===== src/rtl/array_pkg.sv =====
// rtl/array_pkg.sv - shared nucleotide codes, code check and feeder state type
//
// Purpose: constants and types shared by the array feeder and its unpacker.
// Ports:   none (package).
package array_pkg;

  localparam int LENGTH_CHAR = 3;

  localparam logic [LENGTH_CHAR-1:0] CODE_PAD = 3'b000;
  localparam logic [LENGTH_CHAR-1:0] CODE_A   = 3'b001;
  localparam logic [LENGTH_CHAR-1:0] CODE_G   = 3'b010;
  localparam logic [LENGTH_CHAR-1:0] CODE_T   = 3'b011;
  localparam logic [LENGTH_CHAR-1:0] CODE_C   = 3'b100;
  localparam logic [LENGTH_CHAR-1:0] CODE_N   = 3'b101;

  typedef enum logic [2:0] {
    IDLE,
    LOAD_QUERY,
    LOAD_SUB,
    FLUSH,
    DONE
  } state_t;

  // PAD and the two unassigned codes are not valid sequence characters.
  function automatic logic is_bad_code(input logic [LENGTH_CHAR-1:0] code);
    return (code == CODE_PAD) || (code == 3'b110) || (code == 3'b111);
  endfunction

endpackage


===== src/rtl/word_unpacker.sv =====
// rtl/word_unpacker.sv - shift register holding the not-yet-emitted lanes of a word
//
// Purpose: holds lanes 1..LANES-1 of an accepted word (lane 0 is emitted
//          straight from the input by the feeder) and hands them out one per
//          advance, lowest lane first.
// Ports:   com_clk, reset       clock, synchronous active-high reset
//          load, load_data      capture a full packed word (lane 0 dropped)
//          load_last            word carried in_last
//          advance              consume the head lane
//          discard              drop all remaining lanes
//          empty                no lanes left
//          head                 lane currently at the front
//          last_lane            head is the final lane of its word
//          word_last            held word carried in_last
module word_unpacker #(
  parameter int LANE_W = 3,
  parameter int LANES  = 5
) (
  input  logic                      com_clk,
  input  logic                      reset,
  input  logic                      load,
  input  logic [LANES*LANE_W-1:0]   load_data,
  input  logic                      load_last,
  input  logic                      advance,
  input  logic                      discard,
  output logic                      empty,
  output logic [LANE_W-1:0]         head,
  output logic                      last_lane,
  output logic                      word_last
);

  localparam int CW = $clog2(LANES + 1);

  logic [LANES*LANE_W-1:0] shift;
  logic [CW-1:0]           remaining;
  logic                    last_q;

  always_ff @(posedge com_clk) begin
    if (reset) begin
      shift     <= '0;
      remaining <= '0;
      last_q    <= 1'b0;
    end else if (discard) begin
      remaining <= '0;
      last_q    <= 1'b0;
    end else if (load) begin
      shift     <= load_data >> LANE_W;
      remaining <= CW'(LANES - 1);
      last_q    <= load_last;
    end else if (advance && (remaining != '0)) begin
      shift     <= shift >> LANE_W;
      remaining <= remaining - 1'b1;
    end
  end

  assign empty     = (remaining == '0);
  assign head      = shift[LANE_W-1:0];
  assign last_lane = (remaining == CW'(1));
  assign word_last = last_q;

endmodule


===== src/rtl/array_feeder.sv =====
// rtl/array_feeder.sv - streams query, subject and flush codes into a systolic array
//
// Purpose: accepts packed nucleotide words, unpacks them one code per cycle,
//          feeds query_len query codes then sub_len subject codes, then pushes
//          LENGTH PAD codes to drain the array and pulses done.
// Ports:   com_clk, reset               clock, synchronous active-high reset
//          start, query_len, sub_len    job start and lengths (sampled in IDLE)
//          in_data, in_valid, in_ready,
//          in_last                      packed word input handshake
//          query_char_out, query_enable query code to the array
//          sub_char_out, sub_enable     subject / flush code to the array
//          busy, done, error            job status
module array_feeder
  import array_pkg::state_t, array_pkg::IDLE, array_pkg::LOAD_QUERY, array_pkg::LOAD_SUB,
         array_pkg::FLUSH, array_pkg::DONE, array_pkg::CODE_PAD, array_pkg::CODE_N,
         array_pkg::is_bad_code;
#(
  parameter int LENGTH_CHAR    = 3,
  parameter int CHARS_PER_WORD = 5,
  parameter int WORD_WIDTH     = 16,
  parameter int LENGTH_COUNTER = 8,
  parameter int LENGTH         = 6
) (
  input  logic                      com_clk,
  input  logic                      reset,
  input  logic                      start,
  input  logic [LENGTH_COUNTER-1:0] query_len,
  input  logic [LENGTH_COUNTER-1:0] sub_len,
  input  logic [WORD_WIDTH-1:0]     in_data,
  input  logic                      in_valid,
  output logic                      in_ready,
  input  logic                      in_last,
  output logic [LENGTH_CHAR-1:0]    query_char_out,
  output logic                      query_enable,
  output logic [LENGTH_CHAR-1:0]    sub_char_out,
  output logic                      sub_enable,
  output logic                      busy,
  output logic                      done,
  output logic                      error
);

  localparam int PAYLOAD_W = CHARS_PER_WORD * LENGTH_CHAR;

  state_t                    state, state_next;
  logic [LENGTH_COUNTER-1:0] pos, pos_next, pos_inc;
  logic [LENGTH_COUNTER-1:0] q_len, q_len_next, s_len, s_len_next, cur_len;
  logic                      err_next, done_next;
  logic [LENGTH_CHAR-1:0]    q_char_next, s_char_next, raw_code;
  logic                      q_en_next, s_en_next;

  logic                      u_load, u_advance, u_discard;
  logic                      u_empty, u_last_lane, u_word_last;
  logic [LENGTH_CHAR-1:0]    u_head;

  logic load_state, accept, emit, lane_last, word_end, finish;

  generate
    if (WORD_WIDTH > PAYLOAD_W) begin : g_unused
      logic unused_bits;
      assign unused_bits = ^in_data[WORD_WIDTH-1:PAYLOAD_W];
    end
  endgenerate

  word_unpacker #(
    .LANE_W (LENGTH_CHAR),
    .LANES  (CHARS_PER_WORD)
  ) u_unpacker (
    .com_clk   (com_clk),
    .reset     (reset),
    .load      (u_load),
    .load_data (in_data[PAYLOAD_W-1:0]),
    .load_last (in_last),
    .advance   (u_advance),
    .discard   (u_discard),
    .empty     (u_empty),
    .head      (u_head),
    .last_lane (u_last_lane),
    .word_last (u_word_last)
  );

  assign load_state = (state == LOAD_QUERY) || (state == LOAD_SUB);
  assign in_ready   = load_state && u_empty;
  assign accept     = in_valid && in_ready;
  // Lane 0 of a freshly accepted word bypasses the unpacker so it reaches the
  // output registers on the acceptance edge; later lanes come from the unpacker.
  assign emit       = accept || (load_state && !u_empty);
  assign raw_code   = accept ? in_data[LENGTH_CHAR-1:0] : u_head;
  assign lane_last  = accept ? (CHARS_PER_WORD == 1) : u_last_lane;
  assign word_end   = lane_last && (accept ? in_last : u_word_last);
  assign cur_len    = (state == LOAD_QUERY) ? q_len : s_len;
  assign pos_inc    = pos + 1'b1;
  assign busy       = (state != IDLE);

  always_ff @(posedge com_clk) begin
    if (reset) begin
      state          <= IDLE;
      pos            <= '0;
      q_len          <= '0;
      s_len          <= '0;
      error          <= 1'b0;
      done           <= 1'b0;
      query_char_out <= '0;
      query_enable   <= 1'b0;
      sub_char_out   <= '0;
      sub_enable     <= 1'b0;
    end else begin
      state          <= state_next;
      pos            <= pos_next;
      q_len          <= q_len_next;
      s_len          <= s_len_next;
      error          <= err_next;
      done           <= done_next;
      query_char_out <= q_char_next;
      query_enable   <= q_en_next;
      sub_char_out   <= s_char_next;
      sub_enable     <= s_en_next;
    end
  end

  always_comb begin
    state_next  = state;
    pos_next    = pos;
    q_len_next  = q_len;
    s_len_next  = s_len;
    err_next    = error;
    done_next   = 1'b0;
    q_char_next = '0;
    q_en_next   = 1'b0;
    s_char_next = '0;
    s_en_next   = 1'b0;
    u_load      = 1'b0;
    u_advance   = 1'b0;
    u_discard   = 1'b0;
    finish      = 1'b0;

    case (state)
      IDLE: begin
        if (start) begin
          q_len_next = query_len;
          s_len_next = sub_len;
          err_next   = 1'b0;
          if ((query_len == '0) || (sub_len == '0)) begin
            err_next   = 1'b1;
            state_next = DONE;
          end else begin
            state_next = LOAD_QUERY;
          end
        end
      end

      LOAD_QUERY, LOAD_SUB: begin
        if (emit) begin
          if (state == LOAD_QUERY) begin
            q_char_next = is_bad_code(raw_code) ? CODE_N : raw_code;
            q_en_next   = 1'b1;
          end else begin
            s_char_next = is_bad_code(raw_code) ? CODE_N : raw_code;
            s_en_next   = 1'b1;
          end
          if (is_bad_code(raw_code)) begin
            err_next = 1'b1;
          end
          if (pos_inc == cur_len) begin
            finish = 1'b1;
          end else if (word_end) begin
            // in_last arrived short of the requested length: truncate.
            finish   = 1'b1;
            err_next = 1'b1;
          end
          if (finish) begin
            pos_next   = '0;
            u_discard  = 1'b1;
            state_next = (state == LOAD_QUERY) ? LOAD_SUB : FLUSH;
          end else begin
            pos_next  = pos_inc;
            u_load    = accept;
            u_advance = !accept;
          end
        end
      end

      FLUSH: begin
        s_char_next = CODE_PAD;
        s_en_next   = 1'b1;
        if (pos_inc == LENGTH_COUNTER'(LENGTH)) begin
          pos_next   = '0;
          state_next = DONE;
        end else begin
          pos_next = pos_inc;
        end
      end

      DONE: begin
        done_next  = 1'b1;
        state_next = IDLE;
      end

      default: state_next = IDLE;
    endcase
  end

endmodule


===== config.mk =====
export PLATFORM = sky130hd
export DESIGN_NAME = array_feeder
export DESIGN_NICKNAME = d
export VERILOG_FILES = /design/src/rtl/array_pkg.sv /design/src/rtl/word_unpacker.sv /design/src/rtl/array_feeder.sv
export SDC_FILE = /design/constraint.sdc
export NUM_CORES = 1
export LEC_CHECK = 0
export ABC_CLOCK_PERIOD_IN_PS = 2900
export CAP_MARGIN = 25
export CORE_MARGIN = 1.5
export CORE_UTILIZATION = 30
export CTS_BUF_LIST = sky130_fd_sc_hd__clkbuf_8 sky130_fd_sc_hd__clkbuf_16
export DETAILED_ROUTE_END_ITERATION = 16
export PLACE_DENSITY = 0.5
export SYNTH_ARGS = -nofsm -noshare
export SYNTH_HDL_FRONTEND = slang
export SYNTH_HIERARCHICAL = 1
export SYNTH_SLANG_ARGS = --single-unit

===== constraint.sdc =====
create_clock -name com_clk -period 2.9 [get_ports com_clk]
set_clock_uncertainty 0.1 [all_clocks]
set_input_delay 0.87 -clock com_clk [delete_from_list [all_inputs] [get_ports com_clk]]
set_output_delay 0.87 -clock com_clk [all_outputs]
set_load 0.005 [all_outputs]

# After elaboration in Yosys (flattened, before gate mapping)
# Index checks and enable logic that the tools add are counted.
[totals]
output_inout_bits = 12
word_cells = 111
rom_bits = 0
latchBits = 0
ram_bits = 0
input_bits = 37
ff_bits = 56
n_memories = 0
[classes]
n_lt_le_gt_ge = 0
n_div = 0
n_eq_ne = 13
n_mux = 45
bitwise_logic = 4
reduce_logical = 33
n_shift = 0
add_sub_neg = 2
multipliers = 0
[op_table]
columns = ["cell", "count"]
rows = [
  ["two-way mux 8 bit", 4],
  ["two-way mux 15 bit", 2],
  ["two-way mux 3 bit", 9],
  ["two-way mux 1 bit", 26],
  ["logical NOT 8 bit", 2],
  ["one-hot mux 8 bit (2 select lines)", 1],
  ["== test 3 bit, second input constant", 3],
  ["logical NOT 3 bit", 3],
  ["one-hot mux 3 bit (3 select lines)", 1],
  ["adder 8 x 1 -> 8 bit, second input constant", 1],
  ["== test 8 x 3 -> 1 bit, second input constant", 1],
  ["== test 8 bit", 1],
  ["inequality test 2 bit, second input constant", 4],
  ["OR reduction 4 bit", 2],
  ["== test 3 x 1 -> 1 bit, second input constant", 2],
  ["== test 3 x 2 -> 1 bit, second input constant", 2],
  ["AND reduction 2 bit", 3],
  ["nonzero test 2 bit", 3],
  ["nonzero test 3 bit", 2],
  ["OR reduction 3 bit", 2],
  ["logical AND 1 bit", 5],
  ["logical OR 1 bit", 5],
  ["NOT 1 bit", 4],
  ["one-hot mux 1 bit (2 select lines)", 2],
  ["other kinds (5)", 7],
]

# Logic depth before layout (Yosys ltp)
# Gate-level depths: netlist of the first run.
[logic_depth]
ltp_word = 16
depth_mapped = 15
mapped_depth_nobuf = 12

# By module
# Netlist of the first run, hierarchy kept.
[modules_own_cells]
columns = ["mod", "cells_per_inst", "seq_area_each_um2", "instances", "area_per_inst_um2"]
rows = [
  ["array_feeder", 257, 740.7, 1, 2067.0],
  ["word_unpacker", 86, 320.3, 1, 863.3],
]

# Worst setup path before layout of the first run
# Ideal clock, no wire load.
[synth_path]
kind = "reg2reg"
start = "register u_unpacker.remaining[0]"
end = "register u_unpacker.shift[2]"
path_slack_ns = -0.194
required_time_ns = 2.658
path_buffers = 3
synth_period_minus_slack_ns = 3.094
setup_time_ns = 0.142
arrival_ns = 2.852
stages_incl_launch_ff = 16
cell_sequence = "dfxtp_1 -> inv_1 -> ha_1 -> nand2b_1 -> buf_2 -> inv_1 -> nand2_1 -> a211oi_2 -> or2_2 -> o41ai_4 -> nor3_1 -> nor2b_1 -> buf_6 -> a21o_1 -> buf_6 -> a211oi_2"
[synth_between]
elab_chain_cells = 15
[synth_lines]
columns = ["item", "line_no", "rtl"]
rows = [
  ["from (decl)", "word_unpacker.sv:35", "logic [CW-1:0] remaining;"],
  ["from (signal assigned)", "word_unpacker.sv:48", "remaining <= CW'(LANES - 1);"],
  ["from (signal assigned)", "word_unpacker.sv:52", "remaining <= remaining - 1'b1;"],
  ["logical NOT 3 bit *", "word_unpacker.sv:56", "assign empty = (remaining == '0);"],
  ["net u_empty", "array_feeder.sv:52", "logic u_empty, u_last_lane, u_word_last;"],
  ["logical AND 1 bit", "array_feeder.sv:82", "assign in_ready = load_state && u_empty;"],
  ["logical AND 1 bit", "array_feeder.sv:83", "assign accept = in_valid && in_ready;"],
  ["two-way mux 1 bit (on tied branches)", "array_feeder.sv:88, array_feeder.sv:89", ""],
  ["logical AND 1 bit", "array_feeder.sv:89", "assign word_end = lane_last && (accept ? in_last : u_word_last);"],
  ["two-way mux 1 bit", "array_feeder.sv:165", "end else if (word_end) begin"],
  ["two-way mux 1 bit", "array_feeder.sv:163", "if (pos_inc == cur_len) begin"],
  ["two-way mux 1 bit", "array_feeder.sv:152", "if (emit) begin"],
  ["two-way mux 1 bit", "array_feeder.sv:136", "case (state)"],
  ["two-way mux 1 bit", "array_feeder.sv:170", "if (finish) begin"],
  ["two-way mux 1 bit *", "array_feeder.sv:152", ""],
  ["two-way mux 1 bit *", "array_feeder.sv:136", ""],
  ["net u_advance", "array_feeder.sv:51", "logic u_load, u_advance, u_discard;"],
  ["logical AND 1 bit *", "word_unpacker.sv:50", "end else if (advance && (remaining != '0)) begin"],
  ["nonzero test 2 bit (no line) *", "-", ""],
  ["AND reduction 2 bit (no line) *", "-", ""],
  ["to (signal assigned)", "word_unpacker.sv:47", "shift <= load_data >> LANE_W;"],
  ["to (signal assigned)", "word_unpacker.sv:51", "shift <= shift >> LANE_W;"],
  ["to (decl)", "word_unpacker.sv:34", "logic [LANES*LANE_W-1:0] shift;"],
]
# Mark *: on every way through the listed nets, which the timed path passes. The rest lies on a longest branch. The select of a mux whose other input is x is not followed.
# A chain may end at the register's enable or synchronous reset.

# Final worst setup path of the first run
[layout_path]
start = "register state[2]"
end = "register u_unpacker.shift[0]"
[layout_lines]
columns = ["item", "line_no", "rtl"]
rows = [
  ["from (decl)", "array_feeder.sv:44", "state_t state, state_next;"],
  ["from (signal assigned)", "array_feeder.sv:107", "state <= state_next;"],
  ["== test 3 x 1 -> 1 bit or == test 3 x 2 -> 1 bit (tied branches)", "array_feeder.sv:81, array_feeder.sv:90, array_feeder.sv:136", ""],
  ["logical OR 1 bit", "array_feeder.sv:81", "assign load_state = (state == LOAD_QUERY) || (state == LOAD_SUB);"],
  ["logical AND 1 bit", "array_feeder.sv:82", ""],
  ["logical AND 1 bit", "array_feeder.sv:83", ""],
  ["two-way mux 1 bit (on tied branches)", "array_feeder.sv:88, array_feeder.sv:89", ""],
  ["logical AND 1 bit", "array_feeder.sv:89", ""],
  ["two-way mux 1 bit", "array_feeder.sv:165", ""],
  ["two-way mux 1 bit", "array_feeder.sv:163", ""],
  ["two-way mux 1 bit", "array_feeder.sv:152", ""],
  ["two-way mux 1 bit", "array_feeder.sv:136", ""],
  ["two-way mux 1 bit", "array_feeder.sv:170", ""],
  ["two-way mux 1 bit", "array_feeder.sv:152", ""],
  ["two-way mux 1 bit *", "array_feeder.sv:136", ""],
  ["net u_discard", "array_feeder.sv:51", ""],
  ["NOT 1 bit (no line) *", "-", ""],
  ["AND reduction 2 bit (no line) *", "-", ""],
]
# Marked as above.

==> results of run 1 <==
[logic make-up (layout without fill, tap and decap cells)]
kind of cell | Yosys count | in the layout
compound gates | 78 | 78
xor+xnor | 14 | 14
fa+ha+maj | 5 | 5
buf+inv | 30 | 101
flops | 53 | 53
mux | 20 | 20
simple gates | 143 | 143
[cells in the mapped netlist, types with 7 or more instances]
cell / count / area share, %
nor2b_1: 8 / 1.7
a211oi_2: 9 / 3.8
nand2_1: 50 / 6.4
nor3_1: 17 / 2.9
a211oi_1: 12 / 3.1
xnor2_1: 8 / 2.4
nor2_1: 23 / 2.9
clkbuf_1: 10 / 1.3
o21ai_0: 7 / 1.2
nand2b_1: 8 / 1.7
mux2i_1: 17 / 5.8
a21oi_1: 27 / 4.6
inv_1: 8 / 1.0
dfxtp_1: 53 / 36
nand3_1: 11 / 1.9
[worst min-delay path: stages, from the launching register on]
cell and delay (ns):
dfxtp_1 0.32, nand2_1 0.05, a21oi_1 0.05
[path summary, 6_finish.rpt]
kind              cells after the start  startpoint             endpoint  slack, ns
setup reg to reg                     11    state[2]  u_unpacker/shift[0]      -0.02
hold / removal                        2    s_len[4]             s_len[4]       0.36
hold reg to reg                       2    s_len[4]             s_len[4]       0.36
setup / recovery                     11    state[2]  u_unpacker/shift[0]      -0.02
[through the flow]
step                      area, um^2  std cells  utilization [%]  hold WS (ns)  total power, mW
final                           4050        543             43.2         0.361             3.45
after CTS                       3890        538             41.5         0.362             3.27
after global routing            4050        543             43.2         0.389             3.68
after detailed placement        3720        528             39.7         0.349             2.66
after global placement          3720        528             39.7         0.345             2.65
after floorplan                 2950        343                -         0.336             2.10
[state kept, by name (all words and copies together), names as in the netlist]
name	cells
state	3
done	1
sub_enable	1
u_unpacker/word_last	1
query_char_out	3
u_unpacker/shift	12
pos	8
sub_char_out	3
q_len	8
query_enable	1
u_unpacker/remaining	3
error	1
s_len	8
[report_power, final]
part           switching [mW]  internal [mW]  leakage (nW)  total [mW]
combinational           0.949          0.977         0.981        1.93
clock                   0.254          0.279        0.0626       0.532
sequential              0.107          0.882         0.433       0.989
total                    1.31           2.14          1.48        3.45
[what timing repair did]
item / CTS / global route
gates resized for setup: 9 / 27
gates cloned: 0 / 1
pin swaps: 2 / 14
endpoints found under the setup margin: 9 / 14
hold endpoints to repair: 0 / 0
setup buffers: 2 / 4
[layer usage]
| layer | GRT usage (%) | vias to the layer above | share of wire (%) |
|---|---|---|---|
| li1 | - | 1354 | - |
| met1 | 20.6 | 1247 | 49 |
| met2 | 23.6 | 40 | 47 |
| met3 | 2.26 | 7 | 2.5 |
| met4 | 3.79 | 0 | 1.0 |
| met5 | 0 | - | 0 |
[cell usage in the layout, fill, tap and decap left out, types with 7 or more instances in the layout]
master	count
buf_4	33
a21oi_1	26
mux2i_1	14
nor3_1	15
clkdlybuf4s50_1	46
nor2_1	23
a211oi_2	17
xnor2_1	8
o21ai_0	7
inv_1	8
nand3_1	10
dfxtp_1	50
nand2_1	50
[layout make-up]
type                    instances  area, um^2  share of cell area (%)
well taps                     129         161                    3.98
repair buffers                 85         801                    19.8
flip-flops and latches         53        1060                    26.3
multi-input cells             260        1880                    46.4
clock inverters                 2        33.8                   0.834
clock buffers                   6        82.6                    2.04
inverters                       8        30.0                   0.741
==> results.cfg, run 1 <==
[synthesis]
synth_area_um2 = 2930
synth-edff-count = 0
synth.avg_cell_area_um2 = 8.54
synth_compound_area_share_pct = 19.5
synthCells = 343
synth_cell_type_count = 52
synth-simple-area-share_pct = 24.1
synthXorXnorAreaFrac_pct = 5.59
synth_seq_area_share_pct = 36.2
synth-main-ff-cell = dfxtp_1
synth-adder-area-share_pct = 2.13
yosysWarningCount = 6
synth_top_family_by_area = simple AND/OR/NAND/NOR gates
syn_nets = 385
async_reset_ff_share_pct = 0
ys_seq_elements = 53
synthMuxAreaShare_pct = 7.34

[clock_network]
htreeDepth = 2
cts_buffers = 5
cts_tree = built
clock_sinks = 53
root_buffer = clkbuf_8
clock_latency_ns = 0.31
cts_buffer_depth = 2
clk_pin_slew_ns = 0.10
hold_buffers = 0

[power_and_ir_drop]
power.leakage_nw = 1.48
vdd_ir_drop_max_v = 0.000300
p_per_area_nw_per_um2 = 851

[floorplan]
initial_core_util_pct = 31.3
die_area_um2 = 10400
die_height_um = 102
die_w_um = 102
rows = 35
fp.coreArea_um2 = 9370
num_io_pins = 49

[timing]
hold_viol = 0
rsz0062_at_grt = true
fin_tns_setup_ns = -0.0237
min_period_ns = 2.92
layout_setup_ws_ns = -0.0237
setup_violations = 1
max_slew_margin_pct = 51.6
fin_crit_sh_pct = 101
slew_violations = 0
fmax_mhz = 342
tightest_slew_ns = 0.725

[routing]
ant_nets = 0
route.detailed.drc = 0
wl_per_cell_um = 13.8
avgViaCountPerCell = 4.88
drt_iter0_drc = 73
dr.pass1.iters = 4
vias = 2648
routed_wirelength_um = 7520

[min_path]
min_path_type = reg -> reg

[run]
maxCapViolations = 0

[worst_setup_path]
critPathSlowestCell = o41ai_4
endpoint_kind = register
cp_num_buf_inv = 2
critical-path-max-stage-delay_ns = 0.42
crit_arrival_ns = 3.05
cp-start-kind = register
critPathKind = reg -> reg
crit_chain = nor3b_4, buf_6, mux2_4, xnor3_1, nand3_2, o41ai_4, and3_4, nor2b_4, a21o_4, buf_12, a211oi_1
required_ns = 3.03
critical_path.max_fanout = 8
cp_top_family = compound AO/OA/AOI/OAI gates

[placement]
port_buffers = 47
gp_congestion = 0.858
dp_worst_setup_slack_ns = -0.180
hpwl_um = 5380

[global_route]
grt_pass1_wl_um = 12000
grt_pass1_vias = 2445
grt-ovfl-total = 0
antenna_found_initial = 0
grt_start_max_net_pins = 34
gr-usage-all-layers_pct = 14.7

[finish]
final_layout_size_suffix_gt1_share_pct = 23.7
area_delta_synth_final_pct = 38.3
fin_nets = 455
antenna_cells = 0
fill_cells = 961

[outcome]
failed_checks = setup timing
status = finished, violations left
(Power assumes the default switching activity.)
==> inputs of run 2 (changes only) <==
CORE_ASPECT_RATIO = 1.1   (was default)
==> results.cfg, run 2 (synthesis gave the netlist of run 1 again) <==
[worst_setup_path]
cp_top_family = compound AO/OA/AOI/OAI gates
cp_num_buf_inv = 4
critical_path.max_fanout = 9
critPathKind = reg -> reg
critPathSlowestCell = o41ai_4
cp-start-kind = register
endpoint_kind = register
cpMostUsedCell = buf_4
crit_arrival_ns = 2.90
critical-path-max-stage-delay_ns = 0.39
crit_chain = nor3b_2, buf_6, buf_4, mux2i_4, xnor2_2, nand3_2, o41ai_4, buf_4, nor3_2, nor2b_4, buf_12, a211oi_4, a211oi_2
required_ns = 2.98

[global_route]
grt_use_met2_pct = 24.3
grt_use_met3_pct = 2.22
grt_pass1_wl_um = 11700
gr-usage-all-layers_pct = 13.8
grt-ovfl-total = 0
gr-max-usage-layer = met2
antenna_found_initial = 0
grt_start_max_net_pins = 35
use_met1_pct = 17.5
grt_pass1_vias = 2417

[routing]
routed_wirelength_um = 7330
ant_nets = 0
drt_iter0_drc = 90
dr.pass1.iters = 4
vias = 2599
wl_per_cell_um = 13.8
avgViaCountPerCell = 4.91
route.detailed.drc = 0

[timing]
hold_viol = 0
slew_violations = 0
fin_tns_setup_ns = 0
rsz0062_at_grt = true
max_slew_margin_pct = 50.6
fin_crit_sh_pct = 97.4
tightest_slew_ns = 0.741
fmax_mhz = 354
min_period_ns = 2.82
setup_violations = 0

[finish]
antenna_cells = 0
finalNonFillerCells = 529
layout_commonest_cell = nand2_1
final_layout_size_suffix_gt1_share_pct = 23.8
area_delta_synth_final_pct = 35.7
fin_area_um2 = 3980
regMostFlops = u_unpacker/shift
largest_register_ffs = 12
fin_nets = 453
layout_common_cells = nand2_1, dfxtp_1, clkdlybuf4s50_1, buf_4, a21oi_1

[clock_network]
cts_buffers = 5
hold_buffers = 0
clock_sinks = 53
cts_buffer_depth = 2
clock_latency_ns = 0.31
clk_pin_slew_ns = 0.10
htreeDepth = 2
cts_tree = built
root_buffer = clkbuf_8

[power_and_ir_drop]
power.leakage_nw = 1.45
vdd_ir_drop_max_v = 0.000420
p_per_area_nw_per_um2 = 827
total_power_mw = 3.29

[floorplan]
die_height_um = 107
rows = 37
die_area_um2 = 10400
die_w_um = 97.2
fp.coreArea_um2 = 9440
num_io_pins = 49
initial_core_util_pct = 31.0

[min_path]
min_path_type = reg -> reg

[placement]
dpl-instance-area_um2 = 3710
dp.cells = 517
gp_congestion = 0.801
hpwl_um = 5500
port_buffers = 47

[outcome]
status = finished clean

[run]
maxCapViolations = 0
[run 2: changes by cell type in the layout (fill, tap and decap cells not counted), sizes merged]
cell	previous run	this run
clkbuf	7	5
clkinvlp	0	1
clkinv	0	2
inv	9	8
bufinv	1	0
buf	38	37
[run 2: area by class of cell]
| type | count | area, um^2 |
|---|---|---|
| Clock buffer | 5 | 68.8 |
| Clock inverter | 3 | 17.5 |
| Inverter | 8 | 30.0 |
| Multi-Input combinational cell | 260 | 1880 |
| Fill cell | 979 | 5470 |
| Tap cell | 117 | 146 |
| Sequential cell | 53 | 1070 |
| Timing Repair Buffer | 83 | 768 |
[run 2: path summary, 6_finish.rpt]
path	startpoint	to	slack [ns]	depth (start not counted)
max reg2reg	state[1]	u_unpacker/shift[4]	0.08	13
min	q_len[1]	q_len[1]	0.36	2
max	state[1]	u_unpacker/shift[4]	0.08	13
min reg2reg	q_len[1]	q_len[1]	0.36	2
[run 2: routing by layer]
| layer | wire, um | vias to the layer above | part of all wire, % |
|---|---|---|---|
| li1 | - | 1342 | - |
| met1 | 3430 | 1217 | 47 |
| met2 | 3620 | 34 | 49 |
| met3 | 195 | 6 | 2.7 |
| met4 | 84 | 0 | 1.1 |
| met5 | 0 | - | 0 |
[run 2: report_power, final]
group / total, mW / switching, mW / leakage, nW / internal, mW
Sequential: 0.986 / 0.104 / 0.434 / 0.882
Clock: 0.418 / 0.250 / 0.0439 / 0.167
Combinational: 1.88 / 0.941 / 0.976 / 0.943
Total: 3.29 / 1.30 / 1.45 / 1.99
[run 2: timing repair]
action | 4_1_cts | 5_1_grt
setup buffers | 1 | 3
pin swaps | 2 | 11
endpoints found under the setup margin | 9 | 14
gates resized for setup | 8 | 28
[run 2: worst register-to-register path: cells and delay by family, from the launching register on]
family,cells,cell delay (ns)
mux,1,0.24
buf+inv,4,0.66
flops,1,0.34
simple gates,4,0.53
compound gates,3,0.69
xor+xnor,1,0.14
[run 2: metrics by stage]
step	hold slack, ns	util (%)	setup WS (ns)
after detailed placement	0.348	39.3	-0.189
after floorplan	0.336	-	-0.00595
after global routing	0.377	42.1	-0.0635
after global placement	0.345	39.3	-0.188
final	0.359	42.1	0.0757
after CTS	0.362	40.7	0.000107
==> edit 1, RTL diff (config.mk and constraints of run 1) <==
Register the output `error` once more, without a reset; this adds one clock of latency there. The other outputs are not delayed to match.
--- a/src/rtl/array_feeder.sv
+++ b/src/rtl/array_feeder.sv
@@ -43,2 +43,4 @@
 
+  logic error_s0;
+
   state_t                    state, state_next;
@@ -99,3 +101,3 @@
       s_len          <= '0;
-      error          <= 1'b0;
+      error_s0       <= 1'b0;
       done           <= 1'b0;
@@ -110,3 +112,3 @@
       s_len          <= s_len_next;
-      error          <= err_next;
+      error_s0       <= err_next;
       done           <= done_next;
@@ -124,3 +126,3 @@
     s_len_next  = s_len;
-    err_next    = error;
+    err_next    = error_s0;
     done_next   = 1'b0;
@@ -201,2 +203,6 @@
 
+  always_ff @(posedge com_clk) begin
+    error <= error_s0;
+  end
+
 endmodule
Behaviour: not the same (Yosys sat finds a counterexample within 4 cycles, from zero or initial values and one cycle with reset high).
==> edit 1 against run 1 <==
Critical endpoint is now u_unpacker/shift[8]. Cell area increased by 3.7%. Sequential cell count increased by 1. Critical path depth increased by 3. Clock power increased by 0.8%. Worst setup slack improved by 0.064 ns. Combinational power decreased by 25%. Area after synthesis increased by 2.6%. Maximum frequency increased by 2.2%. Count of clock-buffer cells in the layout decreased by 1. Routed wire length increased by 0.59%. Total power decreased by 15%. Global-route usage increased by 0.42 points.
==> edit 1: results (changes against run 1) <==
Synth
  • Async set-reset flop share out of synthesis: 0% (unchanged)
  • Sequential cell area fraction in the yosys report: 36.0% (-0.25 points)
  • Cell variety after synth: 55 (+5.8%)
  • Synth warnings: 6 (unchanged)
  • Syn nets: 390 (+1.3%)
  • Largest cells by area after synthesis: dfxtp_1 (36%), mux2i_1 (6.0%), nand2_1 (5.7%)
  • Top post-synthesis cells by count: dfxtp_1 (54), nand2_1 (46), a21oi_1 (31)
  • Avg Inst Size Synth: 8.64 sq um (+1.1%)

Critical path
  • CP top delay family: compound AO/OA/AOI/OAI gates
  • Critical Path Fanout Max: 7 (-1)
  • CP max stage delay: 0.33 ns (-0.09 ns)
  • Crit-path slowest cell: dfxtp_1
  • R2r setup slk: 0.04 ns (+0.06 ns)
  • CP arrival: 3.00 ns (-0.05 ns)
  • Reg2Reg Depth: 14 (+3)
  • Reg2reg end: u_unpacker/shift[8]
  • R2R Path Start: state[0]

Finish
  • Largest register FFs: 12 (unchanged)
  • Final Net Count: 471 (+3.5%)
  • Fraction of final layout cells sized beyond drive strength 1: 25.8% (+2.1 points)
  • Layout fillers: 1018 (+5.9%)
  • Top reg by flops: u_unpacker/shift
  • Multi-input gate area: 1900 sq um (+1.0%)
  • ANT cells: 0 (unchanged)

Place
  • Placed cells: 549 (+4.0%)
  • Detailed Place HPWL: 5510 microns (+2.4%)
  • RD Place Congestion: 0.826 (-3.7%)
  • I/O Buffers: 47 (unchanged)
  • Post-place setup slack: -0.154 ns (+0.0255 ns)
  • Post-Place Cell Area: 3870 sq um (+4.1%)

STA
  • Worst Max-Slew Pin Slew: 0.545 ns (-0.180 ns)
  • Final Hold Slack: 0.282 ns (-0.0783 ns)
  • Fmax: 350 MHz (+2.2%)

Route
  • Drt wl/cell: 13.4 microns (-3.0%)
  • Detailed Route Iter0 Violations: 75 (+2.7%)
  • Vias per cell: 4.79 (-1.9%)
  • Via count: 2694 (+1.7%)

GRT
  • Vias in the first global route: 2567 (+5.0%)
  • Total track usage: 15.1% (+0.42 points)
  • Initial antenna violation count: 0 (unchanged)
  • Pin count of the biggest net entering global routing: 25 (-26%)
  • First-pass GRT wire length: 12500 microns (+4.9%)

Worst hold path
  • Hold endpoint: error
  • Worst hold start: error_s0
  • Hold Path Class: reg -> reg
  • Hold Crit Depth: 0 (-2)

Clock network
  • CTS Buffer Depth: 2 (unchanged)
  • Worst-Skew Late Latency: 0.31 ns (about the same)
  • Clk slew on worst S/H paths: 0.11 ns
  • Root buf cell: clkbuf_8
  • H-tree levels: 2 (unchanged)

Run status
  • Status: complete, no violations

Power and ir drop
  • Leak: 1.49 nW (+1.1%)
  • VDD IR max: 347 uV (+16%)
edit 1: how the worst max path moves through the flow:
stage	startpoint	to	depth (start not counted)
6_report	state[0]	u_unpacker/shift[8]	14
5_1_grt	state[2]	u_unpacker/shift[3]	13
4_1_cts	state[2]	u_unpacker/shift[0]	12
3_5_place_dp	in_valid	u_unpacker/shift[6]	9
3_3_place_gp	in_valid	u_unpacker/shift[4]	9
2_1_floorplan	state[1]	u_unpacker/shift[2]	14
edit 1: what timing repair did:
| item | 4_1_cts | 5_1_grt |
|---|---|---|
| resized for setup | 22 | 13 |
| pin swaps | 8 | 1 |
| setup buffers | 3 | 3 |
| setup endpoints to repair | 14 | 16 |
edit 1: report_power, final:
part	switching (mW)	internal [mW]	leakage (nW)
Combinational	0.715	0.738	0.996
Sequential	0.0832	0.858	0.441
Clock	0.273	0.264	0.0563
edit 1: area by class of cell:
class | instances | area share [%]
multi-input combinational | 260 | 45.2
sequential | 54 | 25.8
timing repair buffer | 99 | 21.4
tap | 133 | 3.96
clock buffer | 5 | 1.64
clock inverter | 3 | 1.16
inverter | 9 | 0.804
edit 1: routing by layer:
layer	global-route usage (%)	vias up	part of all wire [%]
met3	2.37	6	2.8
met2	24.1	42	46
met1	21.6	1255	51
met4	3.12	0	0.93
li1	-	1391	-
met5	0	-	0
edit 1: cell families after synthesis:
kind of cell	share of synthesized area [%]
buffers and inverters	6.24
adder cells (fa/ha/maj)	2.08
AO/OA/AOI/OAI	20.7
XOR/XNOR	5.45
flip-flops	36.0
AND/OR/NAND/NOR	23.6
multiplexers	5.99
==> edit 2, RTL diff (settings of run 1) <==
Made on the original files. The parameter `LENGTH_COUNTER` goes from 8 to 4.
--- a/src/rtl/array_feeder.sv
+++ b/src/rtl/array_feeder.sv
@@ -20,3 +20,3 @@
   parameter int WORD_WIDTH     = 16,
-  parameter int LENGTH_COUNTER = 8,
+  parameter int LENGTH_COUNTER = 4,
   parameter int LENGTH         = 6
Interface: changed (resized query_len and sub_len); port bits go from 49 to 41. The function was not compared with the original's and may differ.
==> edit 2 against run 1 <==
Utilization is 2.7 points lower. Cell area decreased by 28%. Worst setup slack improved by 0.13 ns. Sequential cell count is 12 lower. Combinational power shrank 49%. Hold slack worse by 0.0023 ns. Maximum frequency rose by 4.6%. Sequential share of layout area up 1.7 points. Register-to-register slack improved by 0.31 ns. Total power down 36%. Routed wire length fell by 33%. Area after synthesis decreased by 23%. Largest power group unchanged.
==> edit 2: results (changes against run 1) <==
Synth
  • Syn nets: 290 (-25%)
  • Cell variety after synth: 49 (-5.8%)
  • Post-synthesis mux area share: 7.58% (+0.23 points)
  • Avg Inst Size Synth: 8.77 sq um (+2.7%)
  • Sequential cell area fraction in the yosys report: 36.5% (+0.34 points)
  • Post-Synth XOR/XNOR Area: 4.18% (-1.4 points)

Finish
  • Final Net Count: 340 (-25%)
  • Fraction of final layout cells sized beyond drive strength 1: 14.7% (-9.0 points)

Power and ir drop
  • VDD IR max: 295 uV (-1.6%)
  • Power Sequential: 0.753 mW (-24%)
  • Leak: 1.07 nW (-28%)
  • Reg power frac: 33.9% (+5.2 points)
  • Clk pwr: 0.482 mW (-9.4%)

Place
  • Placed cells: 398 (-25%)
  • RD Place Congestion: 0.757 (-12%)
  • Post-Place Cell Area: 2820 sq um (-24%)
  • Detailed Place HPWL: 3690 microns (-31%)

STA
  • Final Hold Slack: 0.358 ns (-0.00226 ns)
  • Period Utilization, post-route: 96.4% (-4.4 points)

Route
  • Final wirelength: 5000 microns (-33%)
  • Vias per cell: 4.67 (-4.1%)

Critical path
  • Crit-path slowest cell: clkdlybuf4s50_1
  • CP max stage delay: 0.50 ns (+0.08 ns)
  • R2R Path Start: pos[0]
  • Critical Path Sink: in_ready

Run status
  • Status: complete, no violations

Floorplan
  • Row count: 31 (-11%)

Clock network
  • Setup Buffers After CTS: 0 (-2)
[edit 2: metal layers]
| metal | vias up | GRT usage [%] | wire (microns) |
|---|---|---|---|
| met5 | - | 0 | 0 |
| met4 | 0 | 4.20 | 70 |
| met3 | 5 | 3.60 | 250 |
| met2 | 43 | 20.9 | 2210 |
| met1 | 851 | 17.5 | 2470 |
| li1 | 999 | - | - |
[edit 2: worst register-to-register path, delay by kind of cell (launching register included)]
family / cells / cell delay [ns]
AOI/OAI and AO/OA: 3 / 0.62
and+or+nand+nor: 4 / 0.62
DFF: 1 / 0.38
buffers and inverters: 2 / 0.36
adders and majority gates: 1 / 0.23
xor gates and xnor gates: 1 / 0.23
[edit 2: final cells by class]
| type | count | area, sq um |
|---|---|---|
| multi-input combinational | 188 | 1270 |
| fill | 775 | 4320 |
| timing repair buffer | 62 | 576 |
| sequential | 41 | 822 |
| clock buffer | 6 | 82.6 |
| tap | 99 | 124 |
| clock inverter | 2 | 33.8 |
| inverter | 8 | 30.0 |
